**config.mk**
```make
export PLATFORM = sky130hd
export DESIGN_NAME = bpred_update_ctrl_flat
export DESIGN_NICKNAME = d
export VERILOG_FILES = /design/src/rtl/bpred_update_ctrl_if.sv /design/src/rtl/bpred_update_ctrl.sv /design/src/flat_wrapper.sv
export SDC_FILE = /design/constraint.sdc
export NUM_CORES = 1
export LEC_CHECK = 0
export ABC_AREA = 1
export CORE_MARGIN = 2
export CORE_UTILIZATION = 38
export DETAILED_ROUTE_END_ITERATION = 12
export PLACE_DENSITY = 0.7
export SYNTH_ARGS = -nofsm -noshare
export SYNTH_HDL_FRONTEND = slang
export SYNTH_SLANG_ARGS = --single-unit
```
**constraint.sdc**
```tcl
create_clock -name i_Clk -period 2.8 [get_ports i_Clk]
set_input_delay 0.42 -clock i_Clk [delete_from_list [all_inputs] [get_ports i_Clk]]
set_output_delay 0.42 -clock i_Clk [all_outputs]
set_load 0.02 [all_outputs]
```
**src/rtl/bpred_update_ctrl_if.sv**
```systemverilog
// bpred_update_ctrl_if: fetch lookup, branch resolve and counter-table signals of the update controller
interface bpred_update_ctrl_if #(parameter int BPRED_WIDTH = 10);
    logic                   i_Lookup_Valid;
    logic [31:0]            i_Lookup_PC;
    logic                   i_CT_Prediction;
    logic                   o_Prediction;
    logic                   o_Lookup_Stall;
    logic [BPRED_WIDTH-1:0] o_Lookup_GHR;
    logic                   i_Resolve_Valid;
    logic [31:0]            i_Resolve_PC;
    logic [BPRED_WIDTH-1:0] i_Resolve_GHR;
    logic                   i_Resolve_Outcome;
    logic                   i_Resolve_Mispredict;
    logic                   o_Resolve_Ready;
    logic [BPRED_WIDTH-1:0] o_CT_Index;
    logic                   o_CT_Outcome;
    logic                   o_CT_Enable;
    logic [BPRED_WIDTH-1:0] o_GHR;
    modport slave (
        input  i_Lookup_Valid, i_Lookup_PC, i_CT_Prediction,
        input  i_Resolve_Valid, i_Resolve_PC, i_Resolve_GHR, i_Resolve_Outcome, i_Resolve_Mispredict,
        output o_Prediction, o_Lookup_Stall, o_Lookup_GHR, o_Resolve_Ready,
        output o_CT_Index, o_CT_Outcome, o_CT_Enable, o_GHR
    );
    modport master (
        output i_Lookup_Valid, i_Lookup_PC, i_CT_Prediction,
        output i_Resolve_Valid, i_Resolve_PC, i_Resolve_GHR, i_Resolve_Outcome, i_Resolve_Mispredict,
        input  o_Prediction, o_Lookup_Stall, o_Lookup_GHR, o_Resolve_Ready,
        input  o_CT_Index, o_CT_Outcome, o_CT_Enable, o_GHR
    );
endinterface

```
**src/rtl/bpred_update_ctrl.sv**
```systemverilog
// bpred_update_ctrl: gshare GHR owner, update FIFO and single-port counter-table arbiter
module bpred_update_ctrl #(
    parameter int BPRED_WIDTH  = 10,
    parameter int FIFO_DEPTH   = 4,
    parameter int STARVE_LIMIT = 8
) (
    input logic i_Clk,
    input logic i_Reset,
    bpred_update_ctrl_if.slave bus
);
    localparam int BW = BPRED_WIDTH;
    localparam int AW = $clog2(FIFO_DEPTH);
    localparam int SW = $clog2(STARVE_LIMIT + 1);
    typedef enum logic [1:0] {IDLE, SETUP, FIRE} state_t;
    state_t state, state_nxt;
    logic [BW-1:0] ghr, idx_r, lookup_idx;
    logic out_r;
    logic [BW:0] mem [FIFO_DEPTH];
    logic [AW-1:0] wr_ptr, rd_ptr;
    logic [AW:0] count;
    logic [SW-1:0] starve;
    logic full, empty, push, leave, serviced, mis, waiting;
    logic unused_pc;
    assign unused_pc = ^{bus.i_Lookup_PC[31:BW+2], bus.i_Lookup_PC[1:0],
                         bus.i_Resolve_PC[31:BW+2], bus.i_Resolve_PC[1:0]};
    assign lookup_idx = bus.i_Lookup_PC[BW+1:2] ^ ghr;
    assign full       = count == (AW+1)'(FIFO_DEPTH);
    assign empty      = count == '0;
    assign push       = bus.i_Resolve_Valid & !full;
    assign mis        = push & bus.i_Resolve_Mispredict;
    assign waiting    = state == IDLE && !empty && bus.i_Lookup_Valid;
    always_comb begin
        leave     = state == IDLE && !empty && (!bus.i_Lookup_Valid || full || starve == SW'(STARVE_LIMIT));
        state_nxt = leave ? SETUP : state == SETUP ? FIRE : state == FIRE ? IDLE : state;
    end
    // The table index port is shared: lookups own it only in IDLE, updates hold it through SETUP and FIRE
    assign bus.o_CT_Index      = state == IDLE ? lookup_idx : idx_r;
    assign bus.o_CT_Outcome    = state != IDLE & out_r;
    assign bus.o_CT_Enable     = state == FIRE;
    assign bus.o_Prediction    = bus.i_CT_Prediction;
    assign bus.o_Lookup_Stall  = bus.i_Lookup_Valid & (state != IDLE | leave);
    assign bus.o_Lookup_GHR    = ghr;
    assign bus.o_Resolve_Ready = !full;
    assign bus.o_GHR           = ghr;
    assign serviced            = bus.i_Lookup_Valid & !bus.o_Lookup_Stall;
    always_ff @(posedge i_Clk) begin
        if (i_Reset)
            state <= IDLE;
        else
            state <= state_nxt;
    end
    always_ff @(posedge i_Clk) begin
        if (push)
            mem[wr_ptr] <= {bus.i_Resolve_PC[BW+1:2] ^ bus.i_Resolve_GHR, bus.i_Resolve_Outcome};
    end
    always_ff @(posedge i_Clk) begin
        if (i_Reset) begin
            ghr    <= '0;
            wr_ptr <= '0;
            rd_ptr <= '0;
            count  <= '0;
            starve <= '0;
            idx_r  <= '0;
            out_r  <= 1'b0;
        end else begin
            wr_ptr <= wr_ptr + AW'(push);
            rd_ptr <= rd_ptr + AW'(leave);
            count  <= count + (AW+1)'(push) - (AW+1)'(leave);
            starve <= leave ? '0 : (waiting && starve != SW'(STARVE_LIMIT)) ? starve + 1'b1 : starve;
            if (leave)
                {idx_r, out_r} <= mem[rd_ptr];
            // A mispredict repair overrides any speculative shift from the same cycle
            ghr <= mis ? {bus.i_Resolve_GHR[BW-2:0], bus.i_Resolve_Outcome}
                 : serviced ? {ghr[BW-2:0], bus.o_Prediction} : ghr;
        end
    end
endmodule

```
**src/flat_wrapper.sv**
```systemverilog
// flat-port wrapper written by rule: the top's interface ports become plain ports
module bpred_update_ctrl_flat 
#(
    parameter int BPRED_WIDTH  = 10,
    parameter int FIFO_DEPTH   = 4,
    parameter int STARVE_LIMIT = 8
)
  (i_Clk, i_Reset, bus_i_Lookup_Valid, bus_i_Lookup_PC, bus_i_CT_Prediction, bus_i_Resolve_Valid, bus_i_Resolve_PC, bus_i_Resolve_GHR, bus_i_Resolve_Outcome, bus_i_Resolve_Mispredict, bus_o_Prediction, bus_o_Lookup_Stall, bus_o_Lookup_GHR, bus_o_Resolve_Ready, bus_o_CT_Index, bus_o_CT_Outcome, bus_o_CT_Enable, bus_o_GHR);
  bpred_update_ctrl_if #(.BPRED_WIDTH(BPRED_WIDTH)) bus_i ();
  input logic i_Clk;
  input logic i_Reset;
  input wire logic [$bits(bus_i.i_Lookup_Valid)-1:0] bus_i_Lookup_Valid;
  input wire logic [$bits(bus_i.i_Lookup_PC)-1:0] bus_i_Lookup_PC;
  input wire logic [$bits(bus_i.i_CT_Prediction)-1:0] bus_i_CT_Prediction;
  input wire logic [$bits(bus_i.i_Resolve_Valid)-1:0] bus_i_Resolve_Valid;
  input wire logic [$bits(bus_i.i_Resolve_PC)-1:0] bus_i_Resolve_PC;
  input wire logic [$bits(bus_i.i_Resolve_GHR)-1:0] bus_i_Resolve_GHR;
  input wire logic [$bits(bus_i.i_Resolve_Outcome)-1:0] bus_i_Resolve_Outcome;
  input wire logic [$bits(bus_i.i_Resolve_Mispredict)-1:0] bus_i_Resolve_Mispredict;
  output wire logic [$bits(bus_i.o_Prediction)-1:0] bus_o_Prediction;
  output wire logic [$bits(bus_i.o_Lookup_Stall)-1:0] bus_o_Lookup_Stall;
  output wire logic [$bits(bus_i.o_Lookup_GHR)-1:0] bus_o_Lookup_GHR;
  output wire logic [$bits(bus_i.o_Resolve_Ready)-1:0] bus_o_Resolve_Ready;
  output wire logic [$bits(bus_i.o_CT_Index)-1:0] bus_o_CT_Index;
  output wire logic [$bits(bus_i.o_CT_Outcome)-1:0] bus_o_CT_Outcome;
  output wire logic [$bits(bus_i.o_CT_Enable)-1:0] bus_o_CT_Enable;
  output wire logic [$bits(bus_i.o_GHR)-1:0] bus_o_GHR;
  assign bus_i.i_Lookup_Valid = bus_i_Lookup_Valid;
  assign bus_i.i_Lookup_PC = bus_i_Lookup_PC;
  assign bus_i.i_CT_Prediction = bus_i_CT_Prediction;
  assign bus_i.i_Resolve_Valid = bus_i_Resolve_Valid;
  assign bus_i.i_Resolve_PC = bus_i_Resolve_PC;
  assign bus_i.i_Resolve_GHR = bus_i_Resolve_GHR;
  assign bus_i.i_Resolve_Outcome = bus_i_Resolve_Outcome;
  assign bus_i.i_Resolve_Mispredict = bus_i_Resolve_Mispredict;
  assign bus_o_Prediction = bus_i.o_Prediction;
  assign bus_o_Lookup_Stall = bus_i.o_Lookup_Stall;
  assign bus_o_Lookup_GHR = bus_i.o_Lookup_GHR;
  assign bus_o_Resolve_Ready = bus_i.o_Resolve_Ready;
  assign bus_o_CT_Index = bus_i.o_CT_Index;
  assign bus_o_CT_Outcome = bus_i.o_CT_Outcome;
  assign bus_o_CT_Enable = bus_i.o_CT_Enable;
  assign bus_o_GHR = bus_i.o_GHR;
  bpred_update_ctrl #(.BPRED_WIDTH(BPRED_WIDTH), .FIFO_DEPTH(FIFO_DEPTH), .STARVE_LIMIT(STARVE_LIMIT)) u_core (.i_Clk(i_Clk), .i_Reset(i_Reset), .bus(bus_i));
endmodule
```
After elaboration in Yosys (flattened, before gate mapping)
Memory sizes are Yosys's and may differ from the RTL's. A register that Yosys moved wholly into a read port is not among the register bits.
Index checks and enable logic that the tools add are counted.
Widths: inputs -> output; s select.
{"block": "totals", "reg_bits": 23, "ramBits": 44, "out_inout_bits": 35, "memories": 1}
{"name": "u_core.mem", "words": 4, "word_bits": 11, "read_ports": 1, "rd_clocked_by_memory_dff": 1, "write_ports": 1, "line": "bpred_update_ctrl.sv:18", "text": "logic [BW:0] mem [FIFO_DEPTH];"}
{"block": "op_classes", "add_sub_neg": 5, "n_eq_ne": 5, "muxes": 8, "bitwise_logic": 8, "reduce_logical": 17}
{"op": "$mux 10", "n": 3}
{"op": "$xor 10x10->10", "n": 2}
{"op": "$reduce_bool 2->1", "n": 3}
{"op": "$and 1x1->1", "n": 5}
{"op": "$add 2x1->2", "n": 2}
{"op": "$add 4x1->4 const B", "n": 1}
{"op": "$eq 4x4->1 const B", "n": 1}
{"op": "$logic_and 1x1->1", "n": 4}
{"op": "$logic_not 1->1", "n": 4}
{"op": "$mux 2", "n": 2}
{"op": "$ne 4x4->1 const B", "n": 1}
{"op": "$add 3x1->3", "n": 1}
{"op": "$eq 3x3->1 const B", "n": 1}
{"op": "$logic_not 3->1", "n": 1}
{"op": "$mux 1", "n": 3}
{"op": "$reduce_bool 3->1", "n": 1}
{"op": "$sub 3x1->3", "n": 1}
{"op": "$eq 2x1->1 const B", "n": 1}
{"op": "$eq 2x2->1 const B", "n": 1}
{"op": "$logic_not 2->1", "n": 1}
{"op": "$logic_or 1x1->1", "n": 2}
{"op": "$reduce_or 2->1", "n": 1}
{"op": "$or 1x1->1", "n": 1}

Logic depth before layout (Yosys ltp)
{"block": "depth", "word_depth": 10, "depth_mapped": 13, "ltp_nobuf": 12}

Worst setup path before layout
No wires, ideal clock.
{"block": "synth_path", "path_type": "flip-flop to flip-flop", "start": "reg u_core.state[0]", "end": "reg u_core.count[2]", "arrival_ns": 2.166, "required_ns": 2.672, "path_slack_ns": 0.507, "path_stages_with_launch": 14, "path_buffers": 1, "synth_period_minus_slack_ns": 2.293, "path_cell_list": "dfxtp_1 > inv_1 > ha_1 > inv_1 > a21oi_2 > nand2_2 > inv_1 > buf_4 > ha_1 > inv_1 > ha_1 > fa_1 > xnor2_1 > nor2_1"}
{"block": "synth_between", "elab_chain_cells": 4}
{"item": "start: declaration", "line": "bpred_update_ctrl.sv:15", "text": "state_t state, state_nxt;"}
{"item": "start signal: assignment", "line": "bpred_update_ctrl.sv:50", "text": "state <= state_nxt;"}
{"item": "$logic_not 2->1", "line": "bpred_update_ctrl.sv:33", "text": "leave = state == IDLE && !empty && (!bus.i_Lookup_Valid || full || starve == SW'(STARVE_LIMIT));"}
{"item": "$logic_and 1x1->1 (2 in series)", "line": "bpred_update_ctrl.sv:33"}
{"item": "named net u_core.leave", "line": "bpred_update_ctrl.sv:22", "text": "logic full, empty, push, leave, serviced, mis, waiting;"}
{"item": "$sub 3x1->3", "line": "bpred_update_ctrl.sv:68", "text": "count <= count + (AW+1)'(push) - (AW+1)'(leave);"}
{"item": "end signal: assignment", "line": "bpred_update_ctrl.sv:68"}
{"item": "end: declaration", "line": "bpred_update_ctrl.sv:20", "text": "logic [AW:0] count;"}
The timed path passes the listed nets, and every way through them passes these cells.
A chain may end at the register's enable or synchronous reset.

Worst setup path after layout
{"block": "layout_path", "start": "reg u_core.state[1]", "end": "out bus_o_CT_Index[7]"}
{"block": "layout_between", "elab_chain_cells": 2}
{"item": "$logic_not 2->1", "line": "bpred_update_ctrl.sv:37", "text": "assign bus.o_CT_Index = state == IDLE ? lookup_idx : idx_r;"}
{"item": "$mux 10", "line": "bpred_update_ctrl.sv:37"}
{"item": "end: declaration", "line": "flat_wrapper.sv:24", "text": "output wire logic [$bits(bus_i.o_CT_Index)-1:0] bus_o_CT_Index;"}
Every way passes these cells.

==> impl_metrics.env <==
export IMPL_cts_htree_levels=3
export IMPL_slowest_stage="clkdlybuf4s50_1"
export IMPL_hpwl_um=5540
export IMPL_setup_tns_ns=0
export IMPL_wl_um=7850
export IMPL_irDropWorstVdd_v=0.000386
export IMPL_synthDistinctLibCells=28
export IMPL_coreArea_um2=9280
export IMPL_run_status="finished clean"
export IMPL_power_uw=4240
export IMPL_ys_top_cells_by_area="edfxtp_1 36%, dfxtp_1 19%, nand2_1 8.7%"
export IMPL_path_cells="inv_1 -> ha_1 -> inv_1 -> buf_4 -> o21ai_0 -> clkdlybuf4s50_1"
export IMPL_ctsHoldBuffers=0
export IMPL_finalSetupViolCount=0
export IMPL_start_util=0.393
export IMPL_clk_pin_slew_worst_paths_ns=0.09
export IMPL_synth_top_area_frac=0.362
export IMPL_wl_per_cell_um=13.0
export IMPL_ys_ff_latch=78
export IMPL_grt_max_degree=24
export IMPL_hold_depth=2
export IMPL_drc=0
export IMPL_drt_iter0_drc=126
export IMPL_grt_pass1_wl_um=12400
export IMPL_period_share=0.932
export IMPL_pre_cts_ws_ns=0.290
export IMPL_finalWorstSetupSlack_ns=0.191
export IMPL_grt_setup_unrepaired="no"
export IMPL_num_antenna_cells=0
export IMPL_io_pins=116
export IMPL_min_period_ns=2.61
export IMPL_antenna_found_initial=0
export IMPL_required_ns=2.38
export IMPL_arrival_ns=2.19
export IMPL_critPathLaunchType="flop"
export IMPL_met2WireLength_um=3890
export IMPL_first_pass_iters=4
export IMPL_avgSynthCellArea_um2=9.03
export IMPL_worstMarginPinSlew_ns=0.770
export IMPL_syn_area_um2=3650
export IMPL_max_stage_delay_ns=0.64
export IMPL_drive_above_1_share=0.0738
export IMPL_layout_common_cells="85 x nand2_1, 70 x clkdlybuf4s50_1, 67 x nor2_1"
export IMPL_postSynthCellCount=404
export IMPL_slew_limit_headroom=0.486
export IMPL_synth_fp_nets=495
export IMPL_insertion_delay_ns=0.36
export IMPL_path_class="reg -> out"
export IMPL_wl_met1_um=3450
export IMPL_holdWs_ns=0.461
export IMPL_path_max_fanout=20
export IMPL_vias=2773
export IMPL_routed_top_layer="met4"
export IMPL_power_density_nw_per_um2=916
export IMPL_crit_buf_inv=4
export IMPL_power_leakage_uw=0.00180
export IMPL_die_w_um=102
export IMPL_cp_end_kind="primary output"
export IMPL_cts_sinks=78
export IMPL_globalplace_congestion=0.805
export IMPL_tritoncts="yes"
export IMPL_finalClockSkew_ns=0.0161
export IMPL_finalMaxSlewViolations=0
export IMPL_path_delay_family="buffers and inverters"
export IMPL_ant_nets=0
export IMPL_reg2reg_depth=12
export IMPL_final_common_cell="nand2_1"
export IMPL_postCtsSetupBuffers=0
export IMPL_io_buffers=71
export IMPL_cts_root_buffer="clkbuf_8"
export IMPL_cts_path_max_buffers=2
export IMPL_dieArea_um2=10400
export IMPL_wl_met3_um=300
export IMPL_num_rows=35
export IMPL_viasPerCell=4.60
export IMPL_hold_viol=0
export IMPL_gr_usage_all_layers=0.158
export IMPL_yosysSeqAreaShare=0.549
export IMPL_numCtsBuffers=9
export IMPL_hold_class="reg -> reg"
export IMPL_ys_warn_count=0
export IMPL_crit_top_cell="inv_1"
export IMPL_worstSetupPathDepth=6
export IMPL_die_h_um=102
export IMPL_yosys_area_top_type="edfxtp_1"
export IMPL_layout_nets=560
export IMPL_fmax_ghz=0.383
export IMPL_drv_cap=0
export IMPL_grt_pass1_vias=2672
export IMPL_synthToLayoutAreaGrowth_pct=26.8
export IMPL_overflow=0
[routing by layer]
layer / vias up / global-route usage
met5: - / 0
met4: 0 / 0.0708
met3: 19 / 0.0383
met2: 52 / 0.277
met1: 1284 / 0.183
li1: 1418 / -
[cells by family after synthesis]
| kind of cell | count (synthesis) | share of synthesized area |
|---|---|---|
| AOI/OAI and AO/OA | 62 | 0.0868 |
| and+or+nand+nor | 169 | 0.189 |
| xor gates and xnor gates | 26 | 0.0624 |
| adders and majority gates | 10 | 0.0364 |
| buffers and inverters | 59 | 0.0772 |
| DFF | 78 | 0.549 |
[flip-flops by register name, summed over array words and instances, names as in the netlist]
| register | cells |
|---|---|
| u_core.count | 3 |
| u_core.state | 2 |
| u_core.idx_r | 10 |
| u_core.bus.o_GHR | 10 |
| u_core.wr_ptr | 2 |
| u_core.out_r | 1 |
| u_core.mem | 44 |
| u_core.starve | 4 |
| u_core.rd_ptr | 2 |
[stage by stage]
step                utilization  area, µm²  std cells
finish                    0.498       4630        603
global route              0.498       4630        603
detailed placement        0.477       4430        587
floorplan                     -       3650        404
CTS                       0.498       4620        603
global placement          0.477       4430        587
[worst paths after layout]
path / start / slack [ns] / to
worst max register to register: u_core.state[0] / 0.59 / u_core.count[2]
worst min-delay path: u_core.out_r / 0.46 / u_core.out_r
worst min register to register: u_core.out_r / 0.46 / u_core.out_r
worst max-delay path: u_core.state[1] / 0.19 / bus_o_CT_Index[7]
[worst min-delay path: stages, from the launching register on]
cell     delay [ns]
dfxtp_1        0.31
inv_1          0.06
a21oi_1        0.05
[cells in the mapped netlist]
library cell  instances
nand2_1              85
nor2_1               67
edfxtp_1             44
o21ai_0              42
dfxtp_1              34
inv_1                32
a21oi_1              15
xnor2_1              14
buf_4                13
xor2_1               12
ha_1                  9
clkbuf_1              8
nor3_1                6
buf_2                 3
nor2_2                3
o21ai_1               3
nand2_2               2
nand3_1               2
a21boi_0              1
a21oi_2               1
buf_1                 1
buf_6                 1
fa_1                  1
inv_2                 1
nand2_4               1
nand3_2               1
nand3_4               1
nand3b_1              1
[power breakdown]
group	switching [µW]	leakage (µW)	internal, µW
logic	1050	0.00101	765
registers	157	0.000682	1440
clock network	475	0.000101	351
total	1680	0.00180	2560
[area by class of cell]
type,instances,area [µm²]
clock buffers,9,124
clock inverters,7,68.8
fillers,915,4660
inverters,33,124
multi-input cells,267,1370
flip-flops and latches,78,2000
well taps,129,161
repair buffers,80,781
[repair_timing]
action	CTS	global route
endpoints found under the setup margin	0	1
resized for setup	0	1
endpoints found under the hold margin	0	0
Note: power is estimated with default switching activity, not from simulation.
